**src/rtl/proj_fm_ctrl_if.sv**
```systemverilog
// Stream, FM and fragment-output signals of the fragment-memory sequencer.
// master = sequencer side, slave = upstream/FM/downstream side.
interface proj_fm_ctrl_if #(
  parameter int DATA_BITS         = 2,
  parameter int FRAG_LEN          = 4,
  parameter int SIGNED_INDICE_LEN = 6
);
  logic                                in_valid;
  logic                                in_ready;
  logic        [DATA_BITS-1:0]         in_data;
  logic                                fm_we;
  logic        [DATA_BITS-1:0]         fm_wdata;
  logic                                fm_chg_idx;
  logic signed [SIGNED_INDICE_LEN-1:0] fm_frag_idx;
  logic        [FRAG_LEN-1:0]          fm_rdata;
  logic                                out_valid;
  logic                                out_ready;
  logic        [FRAG_LEN-1:0]          out_frag;
  logic signed [SIGNED_INDICE_LEN-1:0] out_pos;
  logic                                out_last;

  modport master (
    input  in_valid, in_data, fm_rdata, out_ready,
    output in_ready, fm_we, fm_wdata, fm_chg_idx, fm_frag_idx,
           out_valid, out_frag, out_pos, out_last
  );

  modport slave (
    output in_valid, in_data, fm_rdata, out_ready,
    input  in_ready, fm_we, fm_wdata, fm_chg_idx, fm_frag_idx,
           out_valid, out_frag, out_pos, out_last
  );
endinterface

```
**src/rtl/proj_fm_ctrl.sv**
```systemverilog
// Ping-pong fragment-memory sequencer: fills the write buffer, sweeps the read buffer.
// Define FM_CTRL_PERF_EN to add saturating input/output stall counters.
module proj_fm_ctrl #(
  parameter int BUFFER_SIZE       = 16,
  parameter int DATA_BITS         = 2,
  parameter int FRAG_LEN          = 4,
  parameter int INDICE_LEN        = 5,
  parameter int SIGNED_INDICE_LEN = INDICE_LEN + 1,
  parameter int STRIDE            = 1
) (
  input logic clk,
  input logic rst_n,
  proj_fm_ctrl_if.master bus
`ifdef FM_CTRL_PERF_EN
  ,
  output logic [15:0] perf_in_stall,
  output logic [15:0] perf_out_stall
`endif
);

  localparam int SW = SIGNED_INDICE_LEN;
  localparam int CW = SW + 1;
  localparam logic signed [SW-1:0]         START = SW'(-(FRAG_LEN - 1));
  localparam logic signed [CW-1:0]         END_C = CW'(BUFFER_SIZE - 1);
  localparam logic signed [CW-1:0]         STEP  = CW'(STRIDE);
  localparam logic        [INDICE_LEN-1:0] WLAST = INDICE_LEN'(BUFFER_SIZE - 1);

  typedef enum logic {FILL, FULL} wstate_t;
  typedef enum logic [1:0] {IDLE, SWEEP, DONE} rstate_t;

  wstate_t                 wstate;
  rstate_t                 rstate;
  logic [INDICE_LEN-1:0]   wcnt;
  logic signed [SW-1:0]    ridx;
  logic signed [CW-1:0]    ridx_ext;
  logic signed [CW-1:0]    ridx_nxt;
  logic                    accept;
  logic                    load;
  logic                    swap;
  logic                    last_load;
  logic [DATA_BITS-1:0]    wdata;
  logic [FRAG_LEN-1:0]     frag_p0;
  logic signed [SW-1:0]    pos_p0;
  logic                    last_p0;
  logic                    vld_p0;

  assign wdata           = bus.in_data;
  assign accept          = bus.in_valid && (wstate == FILL);
  assign bus.in_ready    = (wstate == FILL);
  assign bus.fm_we       = accept;
  assign bus.fm_wdata    = wdata;

  // A swap needs a full write buffer and a read side that is not mid-sweep.
  assign swap            = (wstate == FULL) && (rstate != SWEEP);
  assign bus.fm_chg_idx  = swap;
  assign bus.fm_frag_idx = ridx;

  // One extra bit so ridx+STRIDE cannot wrap before the signed end test.
  assign ridx_ext  = {ridx[SW-1], ridx};
  assign ridx_nxt  = ridx_ext + STEP;
  assign last_load = (ridx_nxt > END_C);
  assign load      = (rstate == SWEEP) && (!vld_p0 || bus.out_ready);

  always_ff @(posedge clk) begin
    if (!rst_n) begin
      wstate <= FILL;
      wcnt   <= '0;
    end else if (swap) begin
      wstate <= FILL;
      wcnt   <= '0;
    end else if (accept) begin
      wcnt <= wcnt + 1'b1;
      if (wcnt == WLAST) wstate <= FULL;
    end
  end

  // Stage p0: FM fragment captured into the output register
  always_ff @(posedge clk) begin
    if (!rst_n) begin
      rstate  <= IDLE;
      ridx    <= START;
      vld_p0  <= 1'b0;
      last_p0 <= 1'b0;
      frag_p0 <= '0;
      pos_p0  <= '0;
    end else begin
      if (swap) begin
        rstate <= SWEEP;
        ridx   <= START;
      end else if (load) begin
        ridx <= ridx_nxt[SW-1:0];
        if (last_load) rstate <= DONE;
      end
      if (load) begin
        frag_p0 <= bus.fm_rdata;
        pos_p0  <= ridx;
        last_p0 <= last_load;
        vld_p0  <= 1'b1;
      end else if (bus.out_ready) begin
        vld_p0 <= 1'b0;
      end
    end
  end

  assign bus.out_valid = vld_p0;
  assign bus.out_frag  = frag_p0;
  assign bus.out_pos   = pos_p0;
  assign bus.out_last  = last_p0;

`ifdef FM_CTRL_PERF_EN
  function automatic logic [15:0] sat_inc(input logic [15:0] v);
    return (&v) ? v : v + 16'd1;
  endfunction

  always_ff @(posedge clk) begin
    if (!rst_n) begin
      perf_in_stall  <= '0;
      perf_out_stall <= '0;
    end else begin
      if (bus.in_valid && (wstate != FILL)) perf_in_stall <= sat_inc(perf_in_stall);
      if (vld_p0 && !bus.out_ready) perf_out_stall <= sat_inc(perf_out_stall);
    end
  end
`endif

endmodule

```
**src/flat_wrapper.sv**
```systemverilog
// flat-port wrapper written by rule: the top's interface ports become plain ports
module proj_fm_ctrl_flat 
#(
  parameter int BUFFER_SIZE       = 16,
  parameter int DATA_BITS         = 2,
  parameter int FRAG_LEN          = 4,
  parameter int INDICE_LEN        = 5,
  parameter int SIGNED_INDICE_LEN = INDICE_LEN + 1,
  parameter int STRIDE            = 1
)
  (clk, rst_n, bus_in_valid, bus_in_data, bus_fm_rdata, bus_out_ready, bus_in_ready, bus_fm_we, bus_fm_wdata, bus_fm_chg_idx, bus_fm_frag_idx, bus_out_valid, bus_out_frag, bus_out_pos, bus_out_last);
  proj_fm_ctrl_if #(.DATA_BITS(DATA_BITS), .FRAG_LEN(FRAG_LEN), .SIGNED_INDICE_LEN(SIGNED_INDICE_LEN)) bus_i ();
  input logic clk;
  input logic rst_n;
  input wire logic [$bits(bus_i.in_valid)-1:0] bus_in_valid;
  input wire logic [$bits(bus_i.in_data)-1:0] bus_in_data;
  input wire logic [$bits(bus_i.fm_rdata)-1:0] bus_fm_rdata;
  input wire logic [$bits(bus_i.out_ready)-1:0] bus_out_ready;
  output wire logic [$bits(bus_i.in_ready)-1:0] bus_in_ready;
  output wire logic [$bits(bus_i.fm_we)-1:0] bus_fm_we;
  output wire logic [$bits(bus_i.fm_wdata)-1:0] bus_fm_wdata;
  output wire logic [$bits(bus_i.fm_chg_idx)-1:0] bus_fm_chg_idx;
  output wire logic [$bits(bus_i.fm_frag_idx)-1:0] bus_fm_frag_idx;
  output wire logic [$bits(bus_i.out_valid)-1:0] bus_out_valid;
  output wire logic [$bits(bus_i.out_frag)-1:0] bus_out_frag;
  output wire logic [$bits(bus_i.out_pos)-1:0] bus_out_pos;
  output wire logic [$bits(bus_i.out_last)-1:0] bus_out_last;
  assign bus_i.in_valid = bus_in_valid;
  assign bus_i.in_data = bus_in_data;
  assign bus_i.fm_rdata = bus_fm_rdata;
  assign bus_i.out_ready = bus_out_ready;
  assign bus_in_ready = bus_i.in_ready;
  assign bus_fm_we = bus_i.fm_we;
  assign bus_fm_wdata = bus_i.fm_wdata;
  assign bus_fm_chg_idx = bus_i.fm_chg_idx;
  assign bus_fm_frag_idx = bus_i.fm_frag_idx;
  assign bus_out_valid = bus_i.out_valid;
  assign bus_out_frag = bus_i.out_frag;
  assign bus_out_pos = bus_i.out_pos;
  assign bus_out_last = bus_i.out_last;
  proj_fm_ctrl #(.BUFFER_SIZE(BUFFER_SIZE), .DATA_BITS(DATA_BITS), .FRAG_LEN(FRAG_LEN), .INDICE_LEN(INDICE_LEN), .SIGNED_INDICE_LEN(SIGNED_INDICE_LEN), .STRIDE(STRIDE)) u_core (.clk(clk), .rst_n(rst_n), .bus(bus_i));
endmodule
```
**config.mk**
```make
export PLATFORM = sky130hd
export DESIGN_NAME = proj_fm_ctrl_flat
export DESIGN_NICKNAME = d
export VERILOG_FILES = /design/src/rtl/proj_fm_ctrl_if.sv /design/src/rtl/proj_fm_ctrl.sv /design/src/flat_wrapper.sv
export SDC_FILE = /design/constraint.sdc
export NUM_CORES = 1
export LEC_CHECK = 0
export BUFFER_PORTS_ARGS = -buffer_cell sky130_fd_sc_hd__buf_4
export CAP_MARGIN = 20
export CORE_UTILIZATION = 25
export CTS_BUF_LIST = sky130_fd_sc_hd__clkbuf_4 sky130_fd_sc_hd__clkbuf_8
export CTS_CLUSTER_DIAMETER = 30
export DETAILED_ROUTE_END_ITERATION = 6
export HOLD_SLACK_MARGIN = 0.05
export REMOVE_ABC_BUFFERS = 1
export SLEW_MARGIN = 20
export SYNTH_ARGS = -nofsm -noshare
export SYNTH_HDL_FRONTEND = slang
export SYNTH_SLANG_ARGS = --single-unit
```
**constraint.sdc**
```tcl
create_clock -name clk -period 2.6 [get_ports clk]
set_clock_uncertainty 0.05 [all_clocks]
set_input_delay 0.26 -clock clk [delete_from_list [all_inputs] [get_ports clk]]
set_output_delay 0.26 -clock clk [all_outputs]
set_load 0.02 [all_outputs]
```
* Word level (Yosys, flattened, before mapping)
Cells that the tools add are included.
Widths: inputs -> output; s select.
** Word-level totals
- Bits in registers :: 26
- Input port bits :: 10
- Output and inout bits :: 23
** Operators by class
- $add $sub $neg :: 2
- Magnitude comparators :: 1
- Equality and inequality tests :: 3
- Multiplexer cells :: 5
- Bitwise operators :: 2
- Reductions and logical operators :: 12
** Operators with widths (count)
- $add 6x2->7 const B :: 1
- $gt 7x5->1 const B :: 1
- $reduce_and 2->1 :: 3
- $reduce_bool 2->1 :: 3
- $add 5x1->5 const B :: 1
- $eq 5x4->1 const B :: 1
- $mux 1 :: 5
- $logic_and 1x1->1 :: 3
- $eq 2x1->1 const B :: 1
- $ne 2x1->1 const B :: 1
- $not 1->1 :: 2
- $reduce_or 2->1 :: 1
- $logic_not 1->1 :: 1
- $logic_or 1x1->1 :: 1

* Depth between registers and ports, before layout
Gate-level depths: netlist of run 1.
- Word-level depth :: 5
- Gate-level depth with buffers :: 6
- Mapped depth without buffers :: 5

* Worst setup path before layout of run 1
No wires, ideal clock.
- Path type :: reg-to-reg
- Start :: reg u_core.ridx[0] (netlist: u_core.bus.fm_frag_idx[0])
- End :: reg u_core.rstate[0]
- Data arrival time :: 1.651 ns
- Data required time :: 2.435 ns
- Slack :: 0.784 ns
- Cell stages (with the launch flop) :: 6
- Buffers on the path :: 0
- Clock period less this slack :: 1.816 ns
- Path through :: dfxtp_1 -> inv_1 -> ha_1 -> o41ai_1 -> a21oi_2 -> a31o_1
** On the way
- Cells in the longest elaborated chain, start to end :: 4
** Ends and longest elaborated chain
- start: declaration :: RTL line proj_fm_ctrl.sv:34 : logic signed [SW-1:0] ridx;
- start signal: assignment :: RTL line proj_fm_ctrl.sv:91 : ridx <= ridx_nxt[SW-1:0];
- $add 6x2->7 :: RTL line proj_fm_ctrl.sv:60 : assign ridx_nxt = ridx_ext + STEP;
- via u_core.ridx_nxt[0] :: RTL line proj_fm_ctrl.sv:36 : logic signed [CW-1:0] ridx_nxt;
- $gt 7x5->1 :: RTL line proj_fm_ctrl.sv:61 : assign last_load = (ridx_nxt > END_C);
- $reduce_bool 2->1 (no line)
- $reduce_and 2->1 (no line)
- end signal: assignment :: RTL line proj_fm_ctrl.sv:80 : rstate <= IDLE;
- end signal: assignment :: RTL line proj_fm_ctrl.sv:88 : rstate <= SWEEP;
- end signal: assignment :: RTL line proj_fm_ctrl.sv:92 : if (last_load) rstate <= DONE;
- end: declaration :: RTL line proj_fm_ctrl.sv:32 : rstate_t rstate;
The timed path passes the listed nets, and every way through them passes these cells.
A chain may end at the register's enable or synchronous reset.

* Worst setup path in the final report of run 1
Same ends and word-level chain as after synthesis.

==> summary.md, run 1 <==
| Metric | Value |
|---|---|
| Max Root-Sink Buffers | 2 |
| CP Buf/Inv Count | 1 |
| Relative slew margins | 65.78% |
| Mean Syn Cell Area | 9.074 sq um |
| Worst Hold Slack | 170.4 ps |
| Post-synth cell types | 37 |
| 1st-pass router iterations | 6 |
| Final clock period utilization by the worst path | 70.04% |
| Tot GR Track Use | 9.961% |
| Cts bufs inserted | 3 |
| Min setup slack post-route | 778.9 ps |
| Synth area leader | dfxtp_1 |
| Routed WL per cell | 11.25 um |
| Post-Syn Instances | 131 |
| Initial antenna violation count | 0 |
| Die Area | between 5000 and 6000 sq um |
| CP Max Fanout | 8 |
| Largest net degree at the start of global routing | 17 |
| Initial DRC count | 24 |
| Post-CTS Repair Setup Buffers | 0 |
| PD cells | about 480 nW/um^2 |
| Most instantiated cells after synthesis | nand2_1, dfxtp_1, a21boi_1, nor2_1, xnor2_1 |
| Critical path's largest stage delay | 500 ps |
| CP arrival | 1940 ps |
| Post-cts resize count | 0 |
| Adder-Cell Fraction of Synth Area | 4.211% |
| Core Region | 4474 sq um |
| Post-synthesis sequential area ratio | 43.79% |
| Crit path max-delay family | compound AO/OA/AOI/OAI gates |
| Layout cells sized above 1 | 25.81% |
| EDFF count, synth | 0 |
| Gpl congestion | 0.8142 |
| Async S/R FF share, synth | 0% |
| Vias in the first global route | about 840 |
| Synth Register Bits | 26 |
| Post-Synth XOR/XNOR Area | 5.895% |
| Sink Count | 26 |
| Final Routed Wirelength | 2329 um |
| Remaining Overflow, GRT | 0 |
| Initial Util | 26.57% |
| CTS Hold Bufs | 0 |
| Total Power | 695.7 uW |
| Worst setup path class | register to register |
| Hold Path Class | input pin to register |
| Hold Violations, Final | 0 |
| Max rail drop VDD | 0.0002607 V |
| CTS root buffer | clkbuf_8 |
| CTS tree | done |
| CP max stage cell | dfxtp_1 |
| P&R area growth vs syn | 22.63% |
| Ys flop type | dfxtp_1 |
| Most frequent cell after synthesis | nand2_1 |
| Ant diodes | 0 |
| Setup TNS | 0 ps |
| RSZ-0062 raised after global routing | no |
| Max H-tree Level | 1 |
| Setup crit start kind | register |
| Critical-path cell list | inv_1 > ha_1 > o41ai_1 > a21oi_2 > a31o_1 |
| Clock slew at reported path FFs | around 80 ps |
| Leakage power | 0.5863 nW |
| Drt drc | 0 |
| Final net count | 170 |
| CP endpoint kind | register |
| Fin crit period | approximately 1800 ps |
| Mapped Area | 1189 sq um |
| IO Count | 33 |
| Fin area | 1458 sq um |
| Post-DP HPWL | 1715 um |
| Simple-Gate Fraction of Synth Area | 22.11% |
| Largest cells by area after synthesis | dfxtp_1, nand2_1, a21boi_1 |
| First-pass GRT wire length | 4022 um |
| Place WS | 775.3 ps |
| Vias per inst | 4.435 |
| Die Y | approximately 71 um |
| # rows | 24 |
| Final antenna-violating net count | 0 |
| Flop2flop setup slack | 780 ps |
| MaxCap Viol Count | 0 |
| Status | finished, final reports clean |
| Cell area after placement | 1403 sq um |
| Port bufs | 28 |
| Synth warn | 0 |
| Multiplexer share of the synthesized area | 0.8421% |
| Maximum clock rate | around 550 MHz |
| Fin. max-slew vios | 0 |
| Die width | 70.96 um |
| Compound-Gate Fraction of Synth Area | 16.42% |
| CP required | 2720 ps |
| Worst skew pair latency | 270 ps |
| Final Setup Violations | 0 |
| Worst-Margin Slew | 512.3 ps |
| Dominant combinational cell family by area after synthesis | simple AND/OR/NAND/NOR gates |
| Share of the synthesized area in the top cell type | 43.79% |
| Via count | 918 |
==> metrics by stage <==
step / util (%) / instances
6_report: 32.58 / 207
5_1_grt: 32.58 / 207
4_1_cts: 32.58 / 207
3_5_place_dp: 31.35 / 203
3_3_place_gp: 31.35 / 203
2_1_floorplan: - / 123
==> power by group <==
| part | internal, mW | switching [mW] | total [mW] | leakage [nW] |
|---|---|---|---|---|
| registers | 0.402 | 0.00338 | 0.406 | 0.210 |
| logic | 0.0171 | 0.0148 | 0.0318 | 0.347 |
| clock network | 0.135 | 0.123 | 0.258 | 0.0288 |
| total | 0.555 | 0.141 | 0.696 | 0.586 |
==> final timing paths <==
kind                             to  depth (start not counted)                      start
max                u_core.rstate[0]                          5  u_core.bus.fm_frag_idx[0]
min                   u_core.wstate                          3               bus_in_valid
max reg2reg        u_core.rstate[0]                          5  u_core.bus.fm_frag_idx[0]
min reg2reg  u_core.bus.out_frag[0]                          2     u_core.bus.out_frag[0]
==> cell type report <==
| type | instances | area [sq um] |
|---|---|---|
| Clock buffer | 4 | 55.05 |
| Fill cell | 481 | 3017 |
| Inverter | 5 | 18.77 |
| Multi-Input combinational cell | 92 | 588.1 |
| Sequential cell | 26 | 520.5 |
| Tap cell | 52 | 65.06 |
| Timing Repair Buffer | 28 | 210.2 |
==> layer usage <==
metal	GRT usage [%]	share of wire [%]	wire, um	vias to the layer above
li1	-	-	-	486
met1	13.09	50	1166	405
met2	16.45	44	1032	24
met3	3.134	5.2	121	3
met4	1.333	0.39	9	0
met5	0	0	0	-
==> state kept, by name, indices dropped and copies added (netlist names) <==
| name | flops |
|---|---|
| u_core.bus.fm_frag_idx | 6 |
| u_core.bus.out_frag | 4 |
| u_core.wcnt | 5 |
| u_core.bus.out_pos | 6 |
| u_core.bus.out_last | 1 |
| u_core.rstate | 2 |
| u_core.wstate | 1 |
| u_core.bus.out_valid | 1 |
==> layout by cell type, fill, tap and decap left out, drive strengths merged, types with 2 or more instances in the layout <==
master | synthesis | routed
clkbuf | 2 | 4
o21ai | 2 | 2
nand2b | 2 | 2
nand2 | 29 | 29
a21oi | 5 | 5
xor2 | 2 | 2
and3 | 2 | 2
buf | 6 | 28
nor2 | 10 | 10
dfxtp | 26 | 26
nor3 | 2 | 2
a21boi | 12 | 12
xnor2 | 6 | 6
inv | 5 | 5
a211oi | 2 | 2
nand3 | 3 | 3
ha | 4 | 4
==> worst register-to-register path, stage by stage, from the launching register on <==
cell and delay, ps:
dfxtp_1 500, inv_1 80, ha_1 330, o41ai_1 420, a21oi_2 120, a31o_1 230
==> kinds of logic after synthesis <==
family                   after synthesis
flip-flops                            26
XOR/XNOR                               8
AND/OR/NAND/NOR                       54
adder cells (fa/ha/maj)                4
buffers and inverters                 13
AO/OA/AOI/OAI                         25
multiplexers                           1
Power figures use the tool's default switching activity.
==> run 2, diff against run 1 <==
==> constraint.sdc (replaced) <==
create_clock -name clk -period 1.6 [get_ports clk]
set_clock_uncertainty 0.05 [all_clocks]
set_input_delay 0.16 -clock clk [delete_from_list [all_inputs] [get_ports clk]]
set_output_delay 0.16 -clock clk [all_outputs]
set_load 0.02 [all_outputs]
==> summary.md, run 2 (same netlist as run 1, synthesis figures left out) <==
| Metric | Value |
|---|---|
| Die Area | 5035 sq um |
| Worst Hold Slack | 70.60 ps |
| Relative slew margins | 79.03% |
| CP endpoint kind | register |
| Layout cells sized above 1 | approximately a third |
| MaxCap Viol Count | 0 |
| Die Y | 70.96 um |
| Hold Path Class | input pin to register |
| Routed WL per cell | about 12 um |
| Post-CTS Repair Setup Buffers | 0 |
| Cell area after placement | between 1000 and 1500 sq um |
| Commonest non-fill, non-tap cells in the layout | buf_4, nand2_1, dfxtp_1 |
| Max Root-Sink Buffers | 2 |
| Gpl congestion | 0.7575 |
| CP Max Fanout | 7 |
| Setup crit start kind | register |
| Max layer used | met4 |
| 1st-pass router iterations | 6 |
| Fin. max-slew vios | 0 |
| Fin area | 1560 sq um |
| # rows | 24 |
| First-pass GRT wire length | 4126 um |
| P&R area growth vs syn | 31.26% |
| DRT met1 WL | between 1000 and 1500 um |
| Ant diodes | 0 |
| Via count | 974 |
| Port bufs | 28 |
| Initial Util | 26.57% |
| PD cells | 804.6 nW/um^2 |
| Routed wl met3 | 126 um |
| Final antenna-violating net count | 0 |
| Core Region | between 4000 and 5000 sq um |
| CP required | around 1700 ps |
| Vias per inst | 4.509 |
| Total Power | approximately 1.3 mW |
| CTS Hold Bufs | 0 |
| Largest net degree at the start of global routing | 17 |
| Tot GR Track Use | 10.26% |
| Cts bufs inserted | 3 |
| Maximum clock rate | between 600 and 700 MHz |
| Worst-Margin Slew | 314.1 ps |
| Sink Count | 26 |
| Drt drc | 0 |
| Min setup slack post-route | 88.68 ps |
| Vias in the first global route | 882 |
| Status | finished, final reports clean |
| Leakage power | roughly 0.64 nW |
| Place WS | 10.92 ps |
| Worst setup path class | register to register |
| Max H-tree Level | 1 |
| Clock slew at reported path FFs | 90 ps |
| Wire length on met2 | 1136 um |
| Final Setup Violations | 0 |
| Final net count | 179 |
| CTS tree | done |
| Initial DRC count | 45 |
| IO Count | 33 |
| CP arrival | 1640 ps |
| Final Routed Wirelength | about 2500 um |
| Hold Violations, Final | 0 |
| Remaining Overflow, GRT | 0 |
| Die width | 70.96 um |
| Final Util | roughly a third |
| Commonest non-fill, non-tap cell in the layout | buf_4 |
| Max rail drop VDD | between 0.0004 and 0.0005 V |
| Initial antenna violation count | 0 |
| Fin crit period | 1511 ps |
| RSZ-0062 raised after global routing | no |
| Final clock period utilization by the worst path | a little over nine tenths |
| Worst skew pair latency | 270 ps |
| CTS root buffer | clkbuf_8 |
| Post-DP HPWL | 1784 um |
-- run 2: path summary, 6_finish.rpt --
path / from / end / slack (ps) / cells past startpoint
worst max-delay path: u_core.bus.fm_frag_idx[0] / u_core.rstate[0] / 90 / 6
worst min-delay path: bus_in_valid / u_core.wstate / 70 / 3
worst max register to register: u_core.bus.fm_frag_idx[0] / u_core.rstate[0] / 90 / 6
worst min register to register: u_core.bus.out_frag[0] / u_core.bus.out_frag[0] / 410 / 2
-- run 2: final cells by class --
cell class | instances | area (sq um)
clock buffer | 3 | 41.29
clock inverter | 1 | 30.03
fill | 476 | 2914
inverter | 5 | 18.77
multi-input combinational | 92 | 601.8
sequential | 26 | 521.8
tap | 52 | 65.06
timing repair buffer | 37 | 281.5
-- run 2: where the power goes --
part           internal (mW)  switching (mW)
logic                 0.0292          0.0245
registers              0.654         0.00534
clock network          0.335           0.208
total                   1.02           0.238
-- run 2: through the flow --
stage,TNS [ps],instances
after global routing,0,216
after CTS,0,216
after detailed placement,0,212
final,0,216
after global placement,0,212
after floorplan,-390.5,123
-- run 2: repair_timing --
item,CTS,global route
hold endpoints to repair,0,0
endpoints found under the setup margin,1,4
gates resized for setup,1,4
pin swaps,0,3
-- run 2: critical path, stage by stage, from the launching register on --
cell and delay (ps):
dfxtp_2 330, buf_6 130, ha_1 200, buf_4 150, a311oi_2 260, a21oi_2 110, a31o_1 180
-- run 2: per-layer routing --
metal,global-route usage [%],vias to the layer above
met5,0,-
met4,2.000,0
met3,3.134,2
met2,16.13,24
met1,13.95,446
li1,-,502
